**config.mk**
```make
export PLATFORM = sky130hd
export DESIGN_NAME = color_dominance_analyzer_flat
export DESIGN_NICKNAME = d
export VERILOG_FILES = /design/src/rtl/color_dominance_analyzer_pkg.sv /design/src/rtl/color_dominance_analyzer_if.sv /design/src/rtl/color_dominance_analyzer_pixel_classifier.sv /design/src/rtl/color_dominance_analyzer.sv /design/src/flat_wrapper.sv
export SDC_FILE = /design/constraint.sdc
export NUM_CORES = 1
export LEC_CHECK = 0
export ABC_CLOCK_PERIOD_IN_PS = 2510
export BUFFER_PORTS_ARGS = -buffer_cell sky130_fd_sc_hd__buf_2
export CORE_ASPECT_RATIO = 0.8
export CORE_MARGIN = 2
export CORE_UTILIZATION = 46
export CTS_CLUSTER_DIAMETER = 120
export DETAILED_ROUTE_END_ITERATION = 8
export GPL_ROUTABILITY_DRIVEN = 0
export PLACE_DENSITY = 0.63
export SYNTH_ARGS = -nofsm -noshare
export SYNTH_HDL_FRONTEND = slang
export SYNTH_SLANG_ARGS = --single-unit
```
**constraint.sdc**
```tcl
create_clock -name clk -period 2.51 [get_ports clk]
set_input_delay 0 -clock clk [delete_from_list [all_inputs] [get_ports clk]]
set_output_delay 0 -clock clk [all_outputs]
set_load 0.1 [all_outputs]
```
**src/rtl/color_dominance_analyzer_pkg.sv**
```systemverilog
// -----------------------------------------------------------------------------
// color_pkg
// Shared definitions for the colour dominance analyser: result codes, pixel
// format selectors and the scan FSM state encoding.
// -----------------------------------------------------------------------------
package color_pkg;

    // Result codes reported on valor
    localparam logic [2:0] COLOR_RED   = 3'b100;
    localparam logic [2:0] COLOR_GREEN = 3'b010;
    localparam logic [2:0] COLOR_BLUE  = 3'b001;
    localparam logic [2:0] COLOR_NONE  = 3'b000;

    // Pixel formats accepted on the frame-buffer data bus
    localparam int FMT_RGB332 = 0;
    localparam int FMT_RGB565 = 1;

    typedef enum logic [2:0] {
        ST_IDLE,
        ST_READ,
        ST_DRAIN,
        ST_DECIDE,
        ST_DONE
    } state_t;

endpackage

```
**src/rtl/color_dominance_analyzer_if.sv**
```systemverilog
// -----------------------------------------------------------------------------
// color_dominance_analyzer_if
// Bundles the control handshake (init/thr/busy/done), the result outputs
// (valor, cnt_r/g/b) and the frame-buffer read port (addr/rd_en/data).
//   slave  : analyser side
//   master : controller / frame-buffer side
// -----------------------------------------------------------------------------
interface color_dominance_analyzer_if #(
    parameter int ADDR_W = 15,
    parameter int CNT_W  = 15
);
    logic              init;
    logic [2:0]        thr;
    logic [15:0]       data;
    logic [ADDR_W-1:0] addr;
    logic              rd_en;
    logic              busy;
    logic              done;
    logic [2:0]        valor;
    logic [CNT_W-1:0]  cnt_r;
    logic [CNT_W-1:0]  cnt_g;
    logic [CNT_W-1:0]  cnt_b;

    modport master (
        output init, thr, data,
        input  addr, rd_en, busy, done, valor, cnt_r, cnt_g, cnt_b
    );

    modport slave (
        input  init, thr, data,
        output addr, rd_en, busy, done, valor, cnt_r, cnt_g, cnt_b
    );
endinterface

```
**src/rtl/color_dominance_analyzer_pixel_classifier.sv**
```systemverilog
// -----------------------------------------------------------------------------
// pixel_classifier
// Combinational pixel classifier. Normalises each channel to 3 bits for the
// configured pixel format and flags the pixel as red, green or blue when that
// channel alone reaches the threshold. At most one output is high.
// Ports:
//   data - frame-buffer word (upper byte ignored for RGB332)
//   thr  - channel threshold
//   is_r / is_g / is_b - one-hot classification (all low = unclassified)
// -----------------------------------------------------------------------------
module pixel_classifier
    import color_pkg::*;
#(
    parameter int PIX_FMT = FMT_RGB332
) (
    input  logic [15:0] data,
    input  logic [2:0]  thr,
    output logic        is_r,
    output logic        is_g,
    output logic        is_b
);
    logic [2:0] ch_r;
    logic [2:0] ch_g;
    logic [2:0] ch_b;
    logic       unused_hi;

    always_comb begin
        if (PIX_FMT == FMT_RGB565) begin
            ch_r = data[15:13];
            ch_g = data[10:8];
            ch_b = data[4:2];
        end else begin
            ch_r = data[7:5];
            ch_g = data[4:2];
            // 2-bit blue widened by repeating its MSB so full scale maps to 7
            ch_b = {data[1:0], data[1]};
        end
    end

    // Upper byte is only meaningful for RGB565
    assign unused_hi = ^data[15:8];

    assign is_r = (ch_r >= thr) && (ch_g < thr) && (ch_b < thr);
    assign is_g = (ch_g >= thr) && (ch_r < thr) && (ch_b < thr);
    assign is_b = (ch_b >= thr) && (ch_r < thr) && (ch_g < thr);

endmodule

```
**src/rtl/color_dominance_analyzer.sv**
```systemverilog
// -----------------------------------------------------------------------------
// color_dominance_analyzer
// Scans NUM_PIXELS frame-buffer words starting at BASE_ADDR on an init pulse,
// counts red/green/blue pixels and reports the dominant channel.
// Ports:
//   clk  - system clock
//   rst  - asynchronous active-low reset
//   bus  - slave modport: init/thr in, data in, addr/rd_en out,
//          busy/done/valor/cnt_r/cnt_g/cnt_b out
//
// state     | meaning
// ----------+-----------------------------------------------------------
// ST_IDLE   | waiting for init; thr latched, counters cleared on start
// ST_READ   | one address per cycle, NUM_PIXELS cycles
// ST_DRAIN  | RD_LAT cycles for the last read data to arrive
// ST_DECIDE | pick winner, publish counts
// ST_DONE   | one-cycle done pulse, then back to idle
// -----------------------------------------------------------------------------
module color_dominance_analyzer
    import color_pkg::*;
#(
    parameter int          ADDR_W     = 15,
    parameter int          BASE_ADDR  = 0,
    parameter int          NUM_PIXELS = 19200,
    parameter int          PIX_FMT    = FMT_RGB332,
    parameter int          RD_LAT     = 1,
    parameter int unsigned MIN_COUNT  = 1,
    parameter int          CNT_W      = $clog2(NUM_PIXELS + 1)
) (
    input  logic                       clk,
    input  logic                       rst,
    color_dominance_analyzer_if.slave  bus
);
    // Shared down-counter for the READ and DRAIN phases; needs room for
    // NUM_PIXELS-1 and RD_LAT-1 (<= 3).
    localparam int TMR_W = (CNT_W > 2) ? CNT_W : 2;

    state_t            state;
    state_t            state_nxt;
    logic [TMR_W-1:0]  tmr;
    logic              tmr_tc;

    logic              start;
    logic              ld_drain;
    logic              decide;
    logic              rd_en;
    logic              busy;
    logic              done;

    logic [ADDR_W-1:0] addr;
    logic [2:0]        thr_q;
    logic [RD_LAT-1:0] vld;
    logic              smp_vld;

    logic              is_r;
    logic              is_g;
    logic              is_b;

    logic [CNT_W-1:0]  acc_r;
    logic [CNT_W-1:0]  acc_g;
    logic [CNT_W-1:0]  acc_b;
    logic [CNT_W-1:0]  cnt_r;
    logic [CNT_W-1:0]  cnt_g;
    logic [CNT_W-1:0]  cnt_b;
    logic [2:0]        valor;
    logic [2:0]        valor_nxt;

    assign tmr_tc = (tmr == '0);

    always_ff @(posedge clk or negedge rst) begin
        if (!rst) begin
            state <= ST_IDLE;
        end else begin
            state <= state_nxt;
        end
    end

    always_comb begin
        state_nxt = state;
        start     = 1'b0;
        ld_drain  = 1'b0;
        decide    = 1'b0;
        rd_en     = 1'b0;
        busy      = 1'b1;
        done      = 1'b0;
        case (state)
            ST_IDLE: begin
                busy = 1'b0;
                if (bus.init) begin
                    start     = 1'b1;
                    state_nxt = ST_READ;
                end
            end
            ST_READ: begin
                rd_en = 1'b1;
                if (tmr_tc) begin
                    ld_drain  = 1'b1;
                    state_nxt = ST_DRAIN;
                end
            end
            ST_DRAIN: begin
                if (tmr_tc) begin
                    state_nxt = ST_DECIDE;
                end
            end
            ST_DECIDE: begin
                decide    = 1'b1;
                state_nxt = ST_DONE;
            end
            ST_DONE: begin
                done      = 1'b1;
                state_nxt = ST_IDLE;
            end
            default: begin
                state_nxt = ST_IDLE;
            end
        endcase
    end

    always_ff @(posedge clk or negedge rst) begin
        if (!rst) begin
            tmr <= '0;
        end else if (start) begin
            tmr <= TMR_W'(NUM_PIXELS - 1);
        end else if (ld_drain) begin
            tmr <= TMR_W'(RD_LAT - 1);
        end else if (!tmr_tc) begin
            tmr <= tmr - TMR_W'(1);
        end
    end

    // Address parks at BASE_ADDR outside READ so the first read cycle
    // presents it without a separate load; wraps modulo 2^ADDR_W.
    always_ff @(posedge clk or negedge rst) begin
        if (!rst) begin
            addr <= ADDR_W'(BASE_ADDR);
        end else if (state == ST_READ) begin
            addr <= addr + ADDR_W'(1);
        end else begin
            addr <= ADDR_W'(BASE_ADDR);
        end
    end

    always_ff @(posedge clk or negedge rst) begin
        if (!rst) begin
            thr_q <= '0;
        end else if (start) begin
            thr_q <= bus.thr;
        end
    end

    // Oldest bit marks the cycle in which read data for an issued address
    // is present on bus.data.
    always_ff @(posedge clk or negedge rst) begin
        if (!rst) begin
            vld <= '0;
        end else begin
            vld <= (vld << 1) | RD_LAT'(rd_en);
        end
    end

    assign smp_vld = vld[RD_LAT-1];

    pixel_classifier #(
        .PIX_FMT (PIX_FMT)
    ) u_classifier (
        .data (bus.data),
        .thr  (thr_q),
        .is_r (is_r),
        .is_g (is_g),
        .is_b (is_b)
    );

    always_ff @(posedge clk or negedge rst) begin
        if (!rst) begin
            acc_r <= '0;
            acc_g <= '0;
            acc_b <= '0;
        end else if (start) begin
            acc_r <= '0;
            acc_g <= '0;
            acc_b <= '0;
        end else if (smp_vld) begin
            if (is_r) acc_r <= acc_r + CNT_W'(1);
            if (is_g) acc_g <= acc_g + CNT_W'(1);
            if (is_b) acc_b <= acc_b + CNT_W'(1);
        end
    end

    // Strict majority over both rivals plus the minimum-count floor;
    // ties and sparse results report none.
    always_comb begin
        valor_nxt = COLOR_NONE;
        if ((acc_r > acc_g) && (acc_r > acc_b) && (32'(acc_r) >= MIN_COUNT)) begin
            valor_nxt = COLOR_RED;
        end else if ((acc_g > acc_r) && (acc_g > acc_b) && (32'(acc_g) >= MIN_COUNT)) begin
            valor_nxt = COLOR_GREEN;
        end else if ((acc_b > acc_r) && (acc_b > acc_g) && (32'(acc_b) >= MIN_COUNT)) begin
            valor_nxt = COLOR_BLUE;
        end
    end

    always_ff @(posedge clk or negedge rst) begin
        if (!rst) begin
            valor <= COLOR_NONE;
            cnt_r <= '0;
            cnt_g <= '0;
            cnt_b <= '0;
        end else if (decide) begin
            valor <= valor_nxt;
            cnt_r <= acc_r;
            cnt_g <= acc_g;
            cnt_b <= acc_b;
        end
    end

    assign bus.addr  = addr;
    assign bus.rd_en = rd_en;
    assign bus.busy  = busy;
    assign bus.done  = done;
    assign bus.valor = valor;
    assign bus.cnt_r = cnt_r;
    assign bus.cnt_g = cnt_g;
    assign bus.cnt_b = cnt_b;

endmodule

```
**src/flat_wrapper.sv**
```systemverilog
// flat-port wrapper written by rule: the top's interface ports become plain ports
module color_dominance_analyzer_flat import color_pkg::*;
#(
    parameter int          ADDR_W     = 15,
    parameter int          BASE_ADDR  = 0,
    parameter int          NUM_PIXELS = 19200,
    parameter int          PIX_FMT    = FMT_RGB332,
    parameter int          RD_LAT     = 1,
    parameter int unsigned MIN_COUNT  = 1,
    parameter int          CNT_W      = $clog2(NUM_PIXELS + 1)
)
  (clk, rst, bus_init, bus_thr, bus_data, bus_addr, bus_rd_en, bus_busy, bus_done, bus_valor, bus_cnt_r, bus_cnt_g, bus_cnt_b);
  color_dominance_analyzer_if #(.ADDR_W(ADDR_W), .CNT_W(CNT_W)) bus_i ();
  input  logic clk;
  input  logic rst;
  input wire logic [$bits(bus_i.init)-1:0] bus_init;
  input wire logic [$bits(bus_i.thr)-1:0] bus_thr;
  input wire logic [$bits(bus_i.data)-1:0] bus_data;
  output wire logic [$bits(bus_i.addr)-1:0] bus_addr;
  output wire logic [$bits(bus_i.rd_en)-1:0] bus_rd_en;
  output wire logic [$bits(bus_i.busy)-1:0] bus_busy;
  output wire logic [$bits(bus_i.done)-1:0] bus_done;
  output wire logic [$bits(bus_i.valor)-1:0] bus_valor;
  output wire logic [$bits(bus_i.cnt_r)-1:0] bus_cnt_r;
  output wire logic [$bits(bus_i.cnt_g)-1:0] bus_cnt_g;
  output wire logic [$bits(bus_i.cnt_b)-1:0] bus_cnt_b;
  assign bus_i.init = bus_init;
  assign bus_i.thr = bus_thr;
  assign bus_i.data = bus_data;
  assign bus_addr = bus_i.addr;
  assign bus_rd_en = bus_i.rd_en;
  assign bus_busy = bus_i.busy;
  assign bus_done = bus_i.done;
  assign bus_valor = bus_i.valor;
  assign bus_cnt_r = bus_i.cnt_r;
  assign bus_cnt_g = bus_i.cnt_g;
  assign bus_cnt_b = bus_i.cnt_b;
  color_dominance_analyzer #(.ADDR_W(ADDR_W), .BASE_ADDR(BASE_ADDR), .NUM_PIXELS(NUM_PIXELS), .PIX_FMT(PIX_FMT), .RD_LAT(RD_LAT), .MIN_COUNT(MIN_COUNT), .CNT_W(CNT_W)) u_core (.clk(clk), .rst(rst), .bus(bus_i));
endmodule
```
# Yosys cells after proc, flatten, opt, wreduce, memory -nomap -nowiden
# Index checks and enable logic that the tools add are counted.
# classes
n_lt_le_gt_ge	15
muxes	28
reduce_logical	22
n_eq_ne	8
n_addsub	5
# op_table
op	count
15-bit 2-to-1 mux	13
15-bit > comparator	6
15-bit by 1-bit adder with 15-bit output, second input constant	4
15-bit by 1-bit >= comparator with 1-bit output, second input constant	3
15-bit logical NOT	1
15-bit by 1-bit subtractor with 15-bit output, second input constant	1
1-bit logical AND	12
3-bit 2-to-1 mux	4
3-bit case mux with 4 select lines	1
3-bit >= comparator	3
3-bit less-than comparator	3
1-bit 2-to-1 mux	9
2-bit nonzero test	4
3-bit by 2-bit equality test with 1-bit output, second input constant	2
2-bit AND reduction	3
2-bit by 1-bit inequality test with 1-bit output, second input constant	2
3-bit by 1-bit equality test with 1-bit output, second input constant	1
3-bit equality test, second input constant	1
3-bit logical NOT	1
3-bit inequality test, second input constant	1
3-bit AND reduction	1
2-bit 2-to-1 mux	1
2-bit inequality test, second input constant	1
# word_totals
in_bits	22
out_inout_bits	66
word_cells	90
ff_bits	130

# Depth between registers and ports, before layout
# Gate-level depths: netlist (run 1).
# depth
word_depth	6
mapped_depth	9
ltp_nobuf	7

# By module
# A second synthesis (run 1) with hierarchy kept.
# hier_totals
cells_unflattened	725
area_unflattened_um2	7069.3
# by_module_without_submodules
module	area_per_inst_um2	seq_area_each_um2	instances	cells_each
color_dominance_analyzer	6826.5	3253.1	1	695
pixel_classifier	242.7	0.0	1	30

# Worst setup path before layout (run 1)
# No wires, ideal clock.
# synth_timing
path_kind	register to output
start	register u_core.state[0]
end	output bus_done
path_stages_with_launch	2
path_slack_ns	-0.145
t_arrival_ns	2.655
n_path_buf	0
required_time_ns	2.510
cell_sequence	dfrtp_1 > nor3b_1
# synth_between
elab_chain_len	2
# synth_lines
item	line	source
start: declaration	color_dominance_analyzer.sv:38	state_t state;
start signal: assignment	color_dominance_analyzer.sv:74	state <= state_nxt;
3-bit equality test	color_dominance_analyzer.sv:86	case (state)
1-bit 2-to-1 mux	color_dominance_analyzer.sv:86	
end: declaration	flat_wrapper.sv:22	output wire logic [$bits(bus_i.done)-1:0] bus_done;
# No other way between the ends.

# Final worst setup path (run 1)
# layout_timing
start	register u_core.acc_b[10]
end	register u_core.valor[0], in the netlist u_core.bus.valor[0]
# layout_between
elab_chain_len	6
elab_cells_between_ends	14
classes_between	order compare (5); mux (3); reduce/logical (6)
# layout_lines
item	line	source
start: declaration	color_dominance_analyzer.sv:61	logic [CNT_W-1:0] acc_b;
start signal: assignment	color_dominance_analyzer.sv:186	if (is_b) acc_b <= acc_b + CNT_W'(1);
15-bit > comparator	color_dominance_analyzer.sv:198	end else if ((acc_b > acc_r) && (acc_b > acc_g) && (32'(acc_b) >= MIN_COUNT)) begin
1-bit logical AND (2 in a row)	color_dominance_analyzer.sv:198	
1-bit 2-to-1 mux	color_dominance_analyzer.sv:198	
2-bit 2-to-1 mux	color_dominance_analyzer.sv:196	end else if ((acc_g > acc_r) && (acc_g > acc_b) && (32'(acc_g) >= MIN_COUNT)) begin
3-bit 2-to-1 mux *	color_dominance_analyzer.sv:194	if ((acc_r > acc_g) && (acc_r > acc_b) && (32'(acc_r) >= MIN_COUNT)) begin
end signal: assignment	color_dominance_analyzer.sv:210	valor <= valor_nxt;
end: declaration	color_dominance_analyzer.sv:65	logic [2:0] valor;
# Mark *: on every way between the ends. The rest lies on a longest branch, timed or not.
# A chain may end at the register's enable or synchronous reset.

==> impl_results.md, run 1 <==
- Initial antenna violation count: 0
- Hold slack: 0.0866 ns
- Ys flop type: dfrtp_1
- Cell count after placement: 1088
- Share of the synthesized area in the top cell type: 42.2%
- Final hold viol count: 0
- Largest net degree at the start of global routing: 83
- Total Nets Final: 977
- R2R Setup Slk: between 0.15 and 0.2 ns
- Leak Pwr: 4.28 nW
- Top post-synthesis cells by area: dfrtp_1 42%, ha_1 10%, nand2_1 6.0%
- Yosys cell types: 59
- 1st-iter DRT viols: 443
- Synthesized cell area: 0.00770 mm2
- Worst-margin pin slew: approximately 0.5 ns
- Clk slew on worst S/H paths: 0.06 ns
- Largest family of logic cells by synthesized area: simple AND/OR/NAND/NOR gates
- R2R cell count: 7
- Final Non-Filler Cells: between 1000 and 1500
- Syn Inst Count: 795
- Worst Setup Start Kind: flop
- CP Capture Type: flop
- Outcome: complete, no violations
- Row Count: 42
- CTS tree: yes
- Reg2Reg Launch Point: u_core.acc_b[10]$_DFFE_PN0P_
- Num ports: 88
- Share of cells above drive strength 1: between 20% and 30%
- Worst vdd ir: 599 uV
- Multiplexer area fraction after synthesis: 6.60%
- Post-Synth Simple-Gate Area: roughly 25%
- Arr. time, crit path: 2.66 ns
- Vias/cell: between 5 and 6
- Area of the die: 0.0178 mm2
- # H-tree levels: 4
- Cell taking the most area after synthesis: dfrtp_1
- Post-Syn Nets: 880
- PortBufs: 79
- PwrDens: 813 mW/mm2
- Setup Buffers After CTS: 0
- Asr flop ratio synth: 100%
- Hold Buf Count CTS: 5
- Vias in the first global route: 5920
- Max Clk Rate: 426 MHz
- Dpl hpwl: 13200 um
- Final setup viols: 0
- Period utilization: 93.4%
- Diode count: 0
- Filler cells: about 1500
- Req. time, crit path: around 2.8 ns
- Final routed DRC violation total: 0
- Adder-Cell Fraction of Synth Area: 10.2%
- Slew headroom: about 66%
- GRT Overall Usage: 22.3%
- Later-pin clock latency in the skew report: 0.43 ns
- Resize count post-CTS: 0
- Crit path time final: between 2 and 2.5 ns
- Complex-gate fraction of the synthesized area: 9.33%
- Commonest cells in the netlist: 130 x dfrtp_1, 123 x nand2_1, 63 x ha_1
- Crit Path Max Fanout: 6
- Most common cell in the synthesized netlist: dfrtp_1
- Die W: 149 um
- Seq/Total Area, Yosys: 42.2%
- Post-Synth XOR/XNOR Area: 2.27%
- Via count: 6152
- Die height: roughly 120 um
- Final TNS setup: 0 ns
- GRT overflow: 0
- Hold Path Class: in -> async
- Critical R2R Capture: u_core.bus.valor[0]$_DFFE_PN0P_
- Final ANT Viol Nets: 0
- Layout area overhead: 18.1%
- Routed len/inst: ~17 um
- FF+latch count, synth: 130
- Clock Sink Count: 130
- Final WL: 18600 um
- WS Path Type: reg -> reg
- Initial core utilization: 46.8%
- Post-synth EDFFs: 0
- Avg Synthesized Cell Area: 9.69 um2
- Max Slew Vio Count: 0
- TritonRoute pass-1 iters: 5
- Max-Cap Viols: 0
- Cts bufs inserted: 17
- Clock Tree Buf Depth: 2
- Core box area: 0.0164 mm2
- First-pass GRT wire length: 31000 um
- CTS Root Cell: clkbuf_16
- RSZ-0062 raised after global routing: false
- Yosys warnings: 0
- Clock Skews: between 0.01 and 0.015 ns
[placed cells by master (no fill, tap or decap), types with 4 or more instances in the layout]
| cell | netlist | layout |
|---|---|---|
| o21ai_0 | 47 | 47 |
| mux2i_1 | 35 | 35 |
| xor2_1 | 14 | 14 |
| nor3_1 | 17 | 17 |
| mux2_2 | 13 | 13 |
| inv_1 | 49 | 49 |
| nand3_1 | 34 | 34 |
| nor2_1 | 30 | 30 |
| dlygate4sd3_1 | 0 | 5 |
| o21ai_1 | 8 | 8 |
| buf_2 | 13 | 78 |
| clkbuf_16 | 0 | 17 |
| nand2_1 | 123 | 122 |
| dfrtp_1 | 130 | 130 |
| nor2b_1 | 5 | 5 |
| a21oi_1 | 23 | 23 |
| xnor2_1 | 6 | 6 |
| and2_1 | 7 | 7 |
| nand4_1 | 15 | 15 |
| nand2b_1 | 15 | 15 |
| ha_1 | 63 | 63 |
| nor4_2 | 18 | 18 |
| o31ai_1 | 8 | 8 |
| a21o_1 | 7 | 7 |
| nand3b_1 | 6 | 6 |
| or4_1 | 7 | 7 |
| clkbuf_8 | 0 | 5 |
| a211oi_1 | 4 | 4 |
| buf_4 | 2 | 23 |
| or3_1 | 10 | 10 |
| nor4_1 | 24 | 24 |
[kinds of logic after synthesis]
group,count (synthesis)
compound gates,116
xor+xnor,20
simple gates,336
mux,49
flops,130
fa+ha+maj,63
buf+inv,81
[worst max-delay path by stage]
| stage | start | end | cells past startpoint |
|---|---|---|---|
| after floorplan | u_core.bus.addr[0]$_DFF_PN0_ | u_core.bus.addr[12]$_DFF_PN0_ | 6 |
| after global placement | u_core.acc_b[10]$_DFFE_PN0P_ | u_core.bus.valor[0]$_DFFE_PN0P_ | 7 |
| after detailed placement | u_core.acc_b[10]$_DFFE_PN0P_ | u_core.bus.valor[0]$_DFFE_PN0P_ | 7 |
| after CTS | u_core.acc_b[10]$_DFFE_PN0P_ | u_core.bus.valor[0]$_DFFE_PN0P_ | 7 |
| after global routing | u_core.acc_b[10]$_DFFE_PN0P_ | u_core.bus.valor[0]$_DFFE_PN0P_ | 7 |
| final | u_core.acc_b[10]$_DFFE_PN0P_ | u_core.bus.valor[0]$_DFFE_PN0P_ | 7 |
[worst max-delay path: stages, from the launching register on]
cell and delay [ns]:
dfrtp_1 0.46, inv_1 0.15, ha_1 0.32, and2_1 0.17
a221o_1 0.30, a221oi_1 0.29, o21ai_1 0.19, o41ai_2 0.36
[power breakdown]
part | internal (mW) | leakage (nW) | switching [mW]
registers | 2.32 | 1.72 | 0.404
clock network | 1.59 | 0.287 | 0.925
logic | 0.732 | 2.28 | 1.43
total | 4.64 | 4.28 | 2.76
[layout make-up]
| type | instances | area (um2) | share of cell area [%] |
|---|---|---|---|
| Tap cell | 220 | 275 | 3.03 |
| Inverter | 50 | 188 | 2.06 |
| Multi-Input combinational cell | 584 | 4110 | 45.2 |
| Clock inverter | 8 | 101 | 1.11 |
| Sequential cell | 130 | 3250 | 35.8 |
| Timing Repair Buffer | 109 | 664 | 7.31 |
| Clock buffer | 23 | 498 | 5.48 |
[per-layer routing]
| layer | wire length, um | global-route usage, % |
|---|---|---|
| met5 | 0 | 0 |
| met4 | 205 | 5.89 |
| met3 | 831 | 4.45 |
| met2 | 7770 | 32.0 |
| met1 | 9760 | 34.1 |
[through the flow]
| step | power [mW] | utilization (%) | cell area [um2] | worst slack [ns] |
|---|---|---|---|---|
| finish | 7.39 | 55.3 | 9090 | 0.164 |
| global route | 7.81 | 55.3 | 9090 | 0.0238 |
| CTS | 7.43 | 55.3 | 9090 | 0.153 |
| detailed placement | 4.89 | 51.3 | 8440 | 0.178 |
| global placement | 4.84 | 51.3 | 8440 | 0.265 |
| floorplan | 4.28 | - | 7710 | 0.219 |
[flip-flops by register name, summed over array words and instances (netlist names)]
signal	count
u_core.bus.addr	15
u_core.state	3
u_core.acc_r	15
u_core.bus.cnt_b	15
u_core.bus.cnt_g	15
u_core.acc_b	15
u_core.bus.valor	3
u_core.acc_g	15
u_core.thr_q	3
u_core.smp_vld	1
u_core.tmr	15
u_core.bus.cnt_r	15
(Power assumes the default switching activity.)
==> run 2: changes to the inputs <==
Settings changed: BUFFER_PORTS_ARGS -buffer_cell sky130_fd_sc_hd__buf_2 to default, DONT_BUFFER_PORTS from default to 1, PLACE_DENSITY 0.63 to 0.59.
==> run 2 against run 1 <==
Against the previous run: the flow now finishes with violations (negative hold slack); worst hold slack got worse by 0.81 ns; power increased by 2.3%; final cell count decreased by 3.0%; core utilization decreased by 0.24 points; clock skew decreased by 0.0030 ns; first-iteration DRC count decreased by 2.0%; sequential cell count unchanged; largest power group unchanged.
==> impl_results.md, run 2 (synthesis gave the netlist of run 1 again) <==
- Core box area: 0.0164 mm2
- Num ports: 88
- Final core utilization: between 50% and 60%
- Filler cells: 1474
- Via count: 6190
- Final TNS setup: 0 ns
- Clock Sink Count: 130
- Initial antenna violation count: 0
- Initial core utilization: a little under half
- TritonRoute pass-1 iters: 5
- Share of cells above drive strength 1: roughly 18%
- # H-tree levels: 4
- Vias in the first global route: 6128
- GRT Overall Usage: a little under a quarter
- Sw Ratio: 36.7%
- Hold Buf Count CTS: 4
- Max-Cap Viols: 0
- Die height: 120 um
- CTS Root Cell: clkbuf_16
- Worst Setup Start Kind: flop
- Period utilization: 92.6%
- Critical R2R Capture: u_core.bus.valor[2]$_DFFE_PN0P_
- Vias/cell: 5.68
- Max Clk Rate: 430 MHz
- Reg power frac: 35.4%
- Area of the die: 0.0178 mm2
- PortBufs: 0
- Worst-margin pin slew: 0.961 ns
- Logic pwr share: 29.6%
- Final WL: 19800 um
- PwrDens: 835 mW/mm2
- Max Slew Vio Count: 0
- Diode count: 0
- Failing checks: negative hold slack
- Clock share of power: 35.0%
- Max Used Layer: met4
- Hold Path Class: in -> async
- Final routed DRC violation total: 0
- Reg2Reg Launch Point: u_core.acc_r[10]$_DFFE_PN0P_
- Sw power: 2.78 mW
- CP Capture Type: flop
- 1st-iter DRT viols: 434
- Hold slack: -0.725 ns
- Crit Path Max Fanout: 5
- Req. time, crit path: 2.83 ns
- Final hold viol count: 130
- Clk slew on worst S/H paths: ~0.060 ns
- Layout area overhead: 17.6%
- Later-pin clock latency in the skew report: 0.42 ns
- Total Nets Final: 942
- Most frequent cells in the layout: 130 x dfrtp_1, 122 x nand2_1, 68 x buf_4
- Cts bufs inserted: 17
- Setup Buffers After CTS: 0
- RSZ-0062 raised after global routing: false
- Crit path time final: around 2.3 ns
- First-pass GRT wire length: between 30000 and 40000 um
- Row Count: 42
- Clock Tree Buf Depth: 2
- Multi-input gate area in the final layout: between 0.004 and 0.005 mm2
- Dpl hpwl: 14200 um
- CTS tree: yes
- Routed len/inst: 18.2 um
- Met2 WL: 9080 um
- R2R Setup Slk: 0.19 ns
- P_int: about 4.8 mW
- Arr. time, crit path: between 2 and 3 ns
- Slew headroom: 35.9%
- Clock Skews: 0.00709 ns
- Reg area: 0.00325 mm2
- GRT overflow: 0
- Worst vdd ir: around 530 uV
- Routed wl met3: 1130 um
- Most common cell after layout, fill and taps aside: dfrtp_1
- Outcome: finished with violations
- M1 WL: 9290 um
- R2R cell count: 7
- Leak Pwr: just over 4 nW
- Die W: 149 um
- Final ANT Viol Nets: 0
- Final setup viols: 0
- WS Path Type: reg -> reg
- Largest net degree at the start of global routing: 131
[run 2: cell count changes in the layout (fill, tap and decap cells not counted), sizes merged]
cell,delta
buf,-34
clkbuf,-3
bufinv,+2
inv,+2
clkinv,+1
clkinvlp,-1
dlygate4sd3,-1
[run 2: cell type report]
cell class	instances	area share, %
Clock inverter	12	1.99
Inverter	50	2.07
Multi-Input combinational cell	584	45.5
Timing Repair Buffer	74	6.52
Tap cell	220	3.04
Clock buffer	20	4.93
Sequential cell	130	35.9
[run 2: worst max path at each step]
stage | start | to | slack (ns) | cells after the start
floorplan | u_core.bus.addr[0]$_DFF_PN0_ | u_core.bus.addr[12]$_DFF_PN0_ | 0.22 | 6
global placement | u_core.acc_r[10]$_DFFE_PN0P_ | u_core.bus.valor[2]$_DFFE_PN0P_ | 0.28 | 7
detailed placement | u_core.acc_r[10]$_DFFE_PN0P_ | u_core.bus.valor[2]$_DFFE_PN0P_ | 0.21 | 7
CTS | u_core.acc_r[10]$_DFFE_PN0P_ | u_core.bus.valor[2]$_DFFE_PN0P_ | 0.20 | 7
global route | u_core.thr_q[1]$_DFFE_PN0P_ | u_core.acc_b[7]$_DFFE_PN0P_ | 0.07 | 7
finish | u_core.acc_r[10]$_DFFE_PN0P_ | u_core.bus.valor[2]$_DFFE_PN0P_ | 0.19 | 7
[run 2: critical path, cell delays in order (launching register included)]
cell and delay (ns):
dfrtp_1 0.42, inv_1 0.24, ha_1 0.30, and2_1 0.17, a221o_1 0.29, a221oi_1 0.29, o21ai_1 0.18, o41ai_2 0.33
[run 2: routing by layer]
layer	vias to the layer above	global-route usage (%)
li1	2964	-
met1	3064	32.9
met2	137	36.2
met3	25	5.93
met4	0	5.60
met5	-	0
[run 2: through the flow]
step	worst slack (ns)	cells	hold WS (ns)	power, mW	instance area (um2)
4_1_cts	0.203	1090	-0.740	7.58	9050
3_3_place_gp	0.278	1054	-0.289	4.79	8390
3_5_place_dp	0.206	1054	-0.290	4.90	8390
2_1_floorplan	0.219	795	-0.296	4.28	7710
6_report	0.187	1090	-0.725	7.56	9050
5_1_grt	0.0652	1090	-0.749	7.96	9050
[run 2: power groups by stage]
stage | registers [mW] | clock network, mW | logic [mW]
after floorplan | 3.01 | 0 | 1.27
after global placement | 2.68 | 0 | 2.11
after detailed placement | 2.70 | 0 | 2.20
after CTS | 2.67 | 2.69 | 2.22
after global routing | 2.71 | 2.77 | 2.47
final | 2.68 | 2.65 | 2.24
[run 2: repair_timing]
item / 4_1_cts / 5_1_grt
endpoints found under the hold margin: 136 / 130
endpoints found under the setup margin: 0 / 1
resized for setup: 0 / 1
==> run 3: changes to the inputs <==
Settings changed: CELL_PAD_IN_SITES_DETAIL_PLACEMENT from default to 1, CELL_PAD_IN_SITES_GLOBAL_PLACEMENT from default to 1, PLACE_DENSITY 0.59 to 0.73.
==> run 3 against run 2 <==
Against the previous run: the run still ends with negative hold slack left; sequential share of layout area is 0.38 points higher; non-clock buffer count is 2 lower; sequential power hardly changed; final cell count is 0.28% lower; die area stayed put; count of clock-buffer cells in the layout is 6 higher; via count is 3.3% higher; critical path type unchanged; critical endpoint is now u_core.bus.valor[0]$_DFFE_PN0P_; highest routed layer unchanged.
==> impl_results.md, run 3 (synthesis gave the netlist of run 1 again) <==
- Period utilization: 94.5%
- CTS Root Cell: clkbuf_16
- R2R Setup Slk: approximately 0.14 ns
- # H-tree levels: 4
- Routed len/inst: slightly above 20 um
- Clock Sink Count: 130
- Final Non-Filler Cells: 1087
- Reg2Reg Launch Point: u_core.acc_b[10]$_DFFE_PN0P_
- Core box area: 0.0164 mm2
- Final ANT Viol Nets: 0
- Final WL: 22600 um
- Initial core utilization: 46.8%
- Cts bufs inserted: 17
- Layout area overhead: 16.3%
- Failing checks: negative hold slack
- Req. time, crit path: 2.84 ns
- Hold slack: -0.730 ns
- Hold Path Class: in -> async
- Most frequent cells in the layout: 130 x dfrtp_1, 122 x nand2_1, 66 x buf_4
- First-pass GRT wire length: ~36000 um
- Row Count: 42
- R2R cell count: 7
- Max Clk Rate: 422 MHz
- Clk slew on worst S/H paths: around 0.06 ns
- GRT overflow: 0
- Final routed DRC violation total: 0
- Initial antenna violation count: 1
- Worst vdd ir: 493 uV
- Share of cells above drive strength 1: 17.3%
- Cell count after placement: 1052
- Leak Pwr: between 4 and 5 nW
- Num ports: 88
- Outcome: finished with violations
- Final TNS setup: 0 ns
- GRT Overall Usage: 26.6%
- Critical R2R Capture: u_core.bus.valor[0]$_DFFE_PN0P_
- Worst-margin pin slew: approximately 0.96 ns
- Most common cell after layout, fill and taps aside: dfrtp_1
- CP Capture Type: flop
- PortBufs: 0
- Final setup viols: 0
- Final hold viol count: 130
- Clock Tree Buf Depth: 2
- Die W: 149 um
- TritonRoute pass-1 iters: 4
- Busiest grt layer: met2
- 1st-iter DRT viols: 389
- Die height: roughly 120 um
- Arr. time, crit path: roughly 2.7 ns
- WS Path Type: reg -> reg
- Hold Buf Count CTS: 4
- Final core utilization: 54.5%
- RSZ-0062 raised after global routing: false
- Met2 Use GR: 43.7%
- Dpl hpwl: 16100 um
- Worst Setup Start Kind: flop
- CTS tree: yes
- Diode count: 0
- Clock Skews: 0.00906 ns
- PwrDens: between 800 and 900 mW/mm2
- Crit path time final: between 2 and 2.5 ns
- Max Slew Vio Count: 0
- Max-Cap Viols: 0
- Crit Path Max Fanout: 6
- Total Nets Final: 940
- Slew headroom: 36.3%
- Via count: 6394
- Area of the die: 0.0178 mm2
- Vias in the first global route: 6712
- Largest net degree at the start of global routing: ~130
- Met3 Track Usage GR: 5.51%
- Later-pin clock latency in the skew report: roughly 0.43 ns
- M1 GR Usage: 35.3%
- Vias/cell: about 6
-- run 3: worst max path at each step --
stage / end / startpoint / slack [ns] / cells after the start
final: u_core.bus.valor[0]$_DFFE_PN0P_ / u_core.acc_b[10]$_DFFE_PN0P_ / 0.14 / 7
after global routing: u_core.bus.valor[0]$_DFFE_PN0P_ / u_core.acc_b[10]$_DFFE_PN0P_ / 0.05 / 7
after CTS: u_core.bus.valor[2]$_DFFE_PN0P_ / u_core.acc_r[10]$_DFFE_PN0P_ / 0.12 / 7
after detailed placement: u_core.bus.valor[2]$_DFFE_PN0P_ / u_core.acc_r[10]$_DFFE_PN0P_ / 0.16 / 7
after global placement: u_core.bus.valor[2]$_DFFE_PN0P_ / u_core.acc_r[10]$_DFFE_PN0P_ / 0.25 / 7
after floorplan: u_core.bus.addr[12]$_DFF_PN0_ / u_core.bus.addr[0]$_DFF_PN0_ / 0.22 / 6
-- run 3: what timing repair did --
action	4_1_cts	5_1_grt
setup endpoints to repair	0	2
gates resized for setup	0	2
setup buffers	0	0
endpoints found under the hold margin	140	130
-- run 3: final cells by class --
class,count,area (um2)
repair buffers,72,576
flip-flops and latches,130,3250
fillers,1861,7490
clock inverters,5,52.6
well taps,220,275
clock buffers,26,489
multi-input cells,584,4130
inverters,50,188
-- run 3: critical path, stage by stage, from the launching register on --
cell	delay (ns)
dfrtp_1	0.44
inv_1	0.17
ha_1	0.36
and2_1	0.20
a221o_1	0.31
a221oi_1	0.31
o21ai_1	0.16
o41ai_2	0.32
-- run 3: routing by layer --
| metal | routed length [um] | vias up | share of wire (%) |
|---|---|---|---|
| li1 | - | 2961 | - |
| met1 | 10200 | 3247 | 45 |
| met3 | 1060 | 39 | 4.7 |
| met2 | 10800 | 147 | 48 |
| met4 | 478 | 0 | 2.1 |
| met5 | 0 | - | 0 |
-- run 3: power breakdown --
group	internal (mW)	switching, mW	total [mW]	leakage, nW
registers	2.32	0.380	2.70	1.72
clock network	1.43	0.915	2.34	0.264
logic	0.786	1.55	2.34	2.10
total	4.53	2.85	7.38	4.08
-- run 3: per-stage QoR --
stage	cell area, um2	hold WS, ns	power, mW	setup WS [ns]
6_report	8960	-0.730	7.38	0.138
5_1_grt	8960	-0.749	7.73	0.0549
4_1_cts	8950	-0.744	7.38	0.118
3_5_place_dp	8370	-0.290	4.99	0.160
3_3_place_gp	8370	-0.291	4.80	0.247
2_1_floorplan	7710	-0.296	4.28	0.219
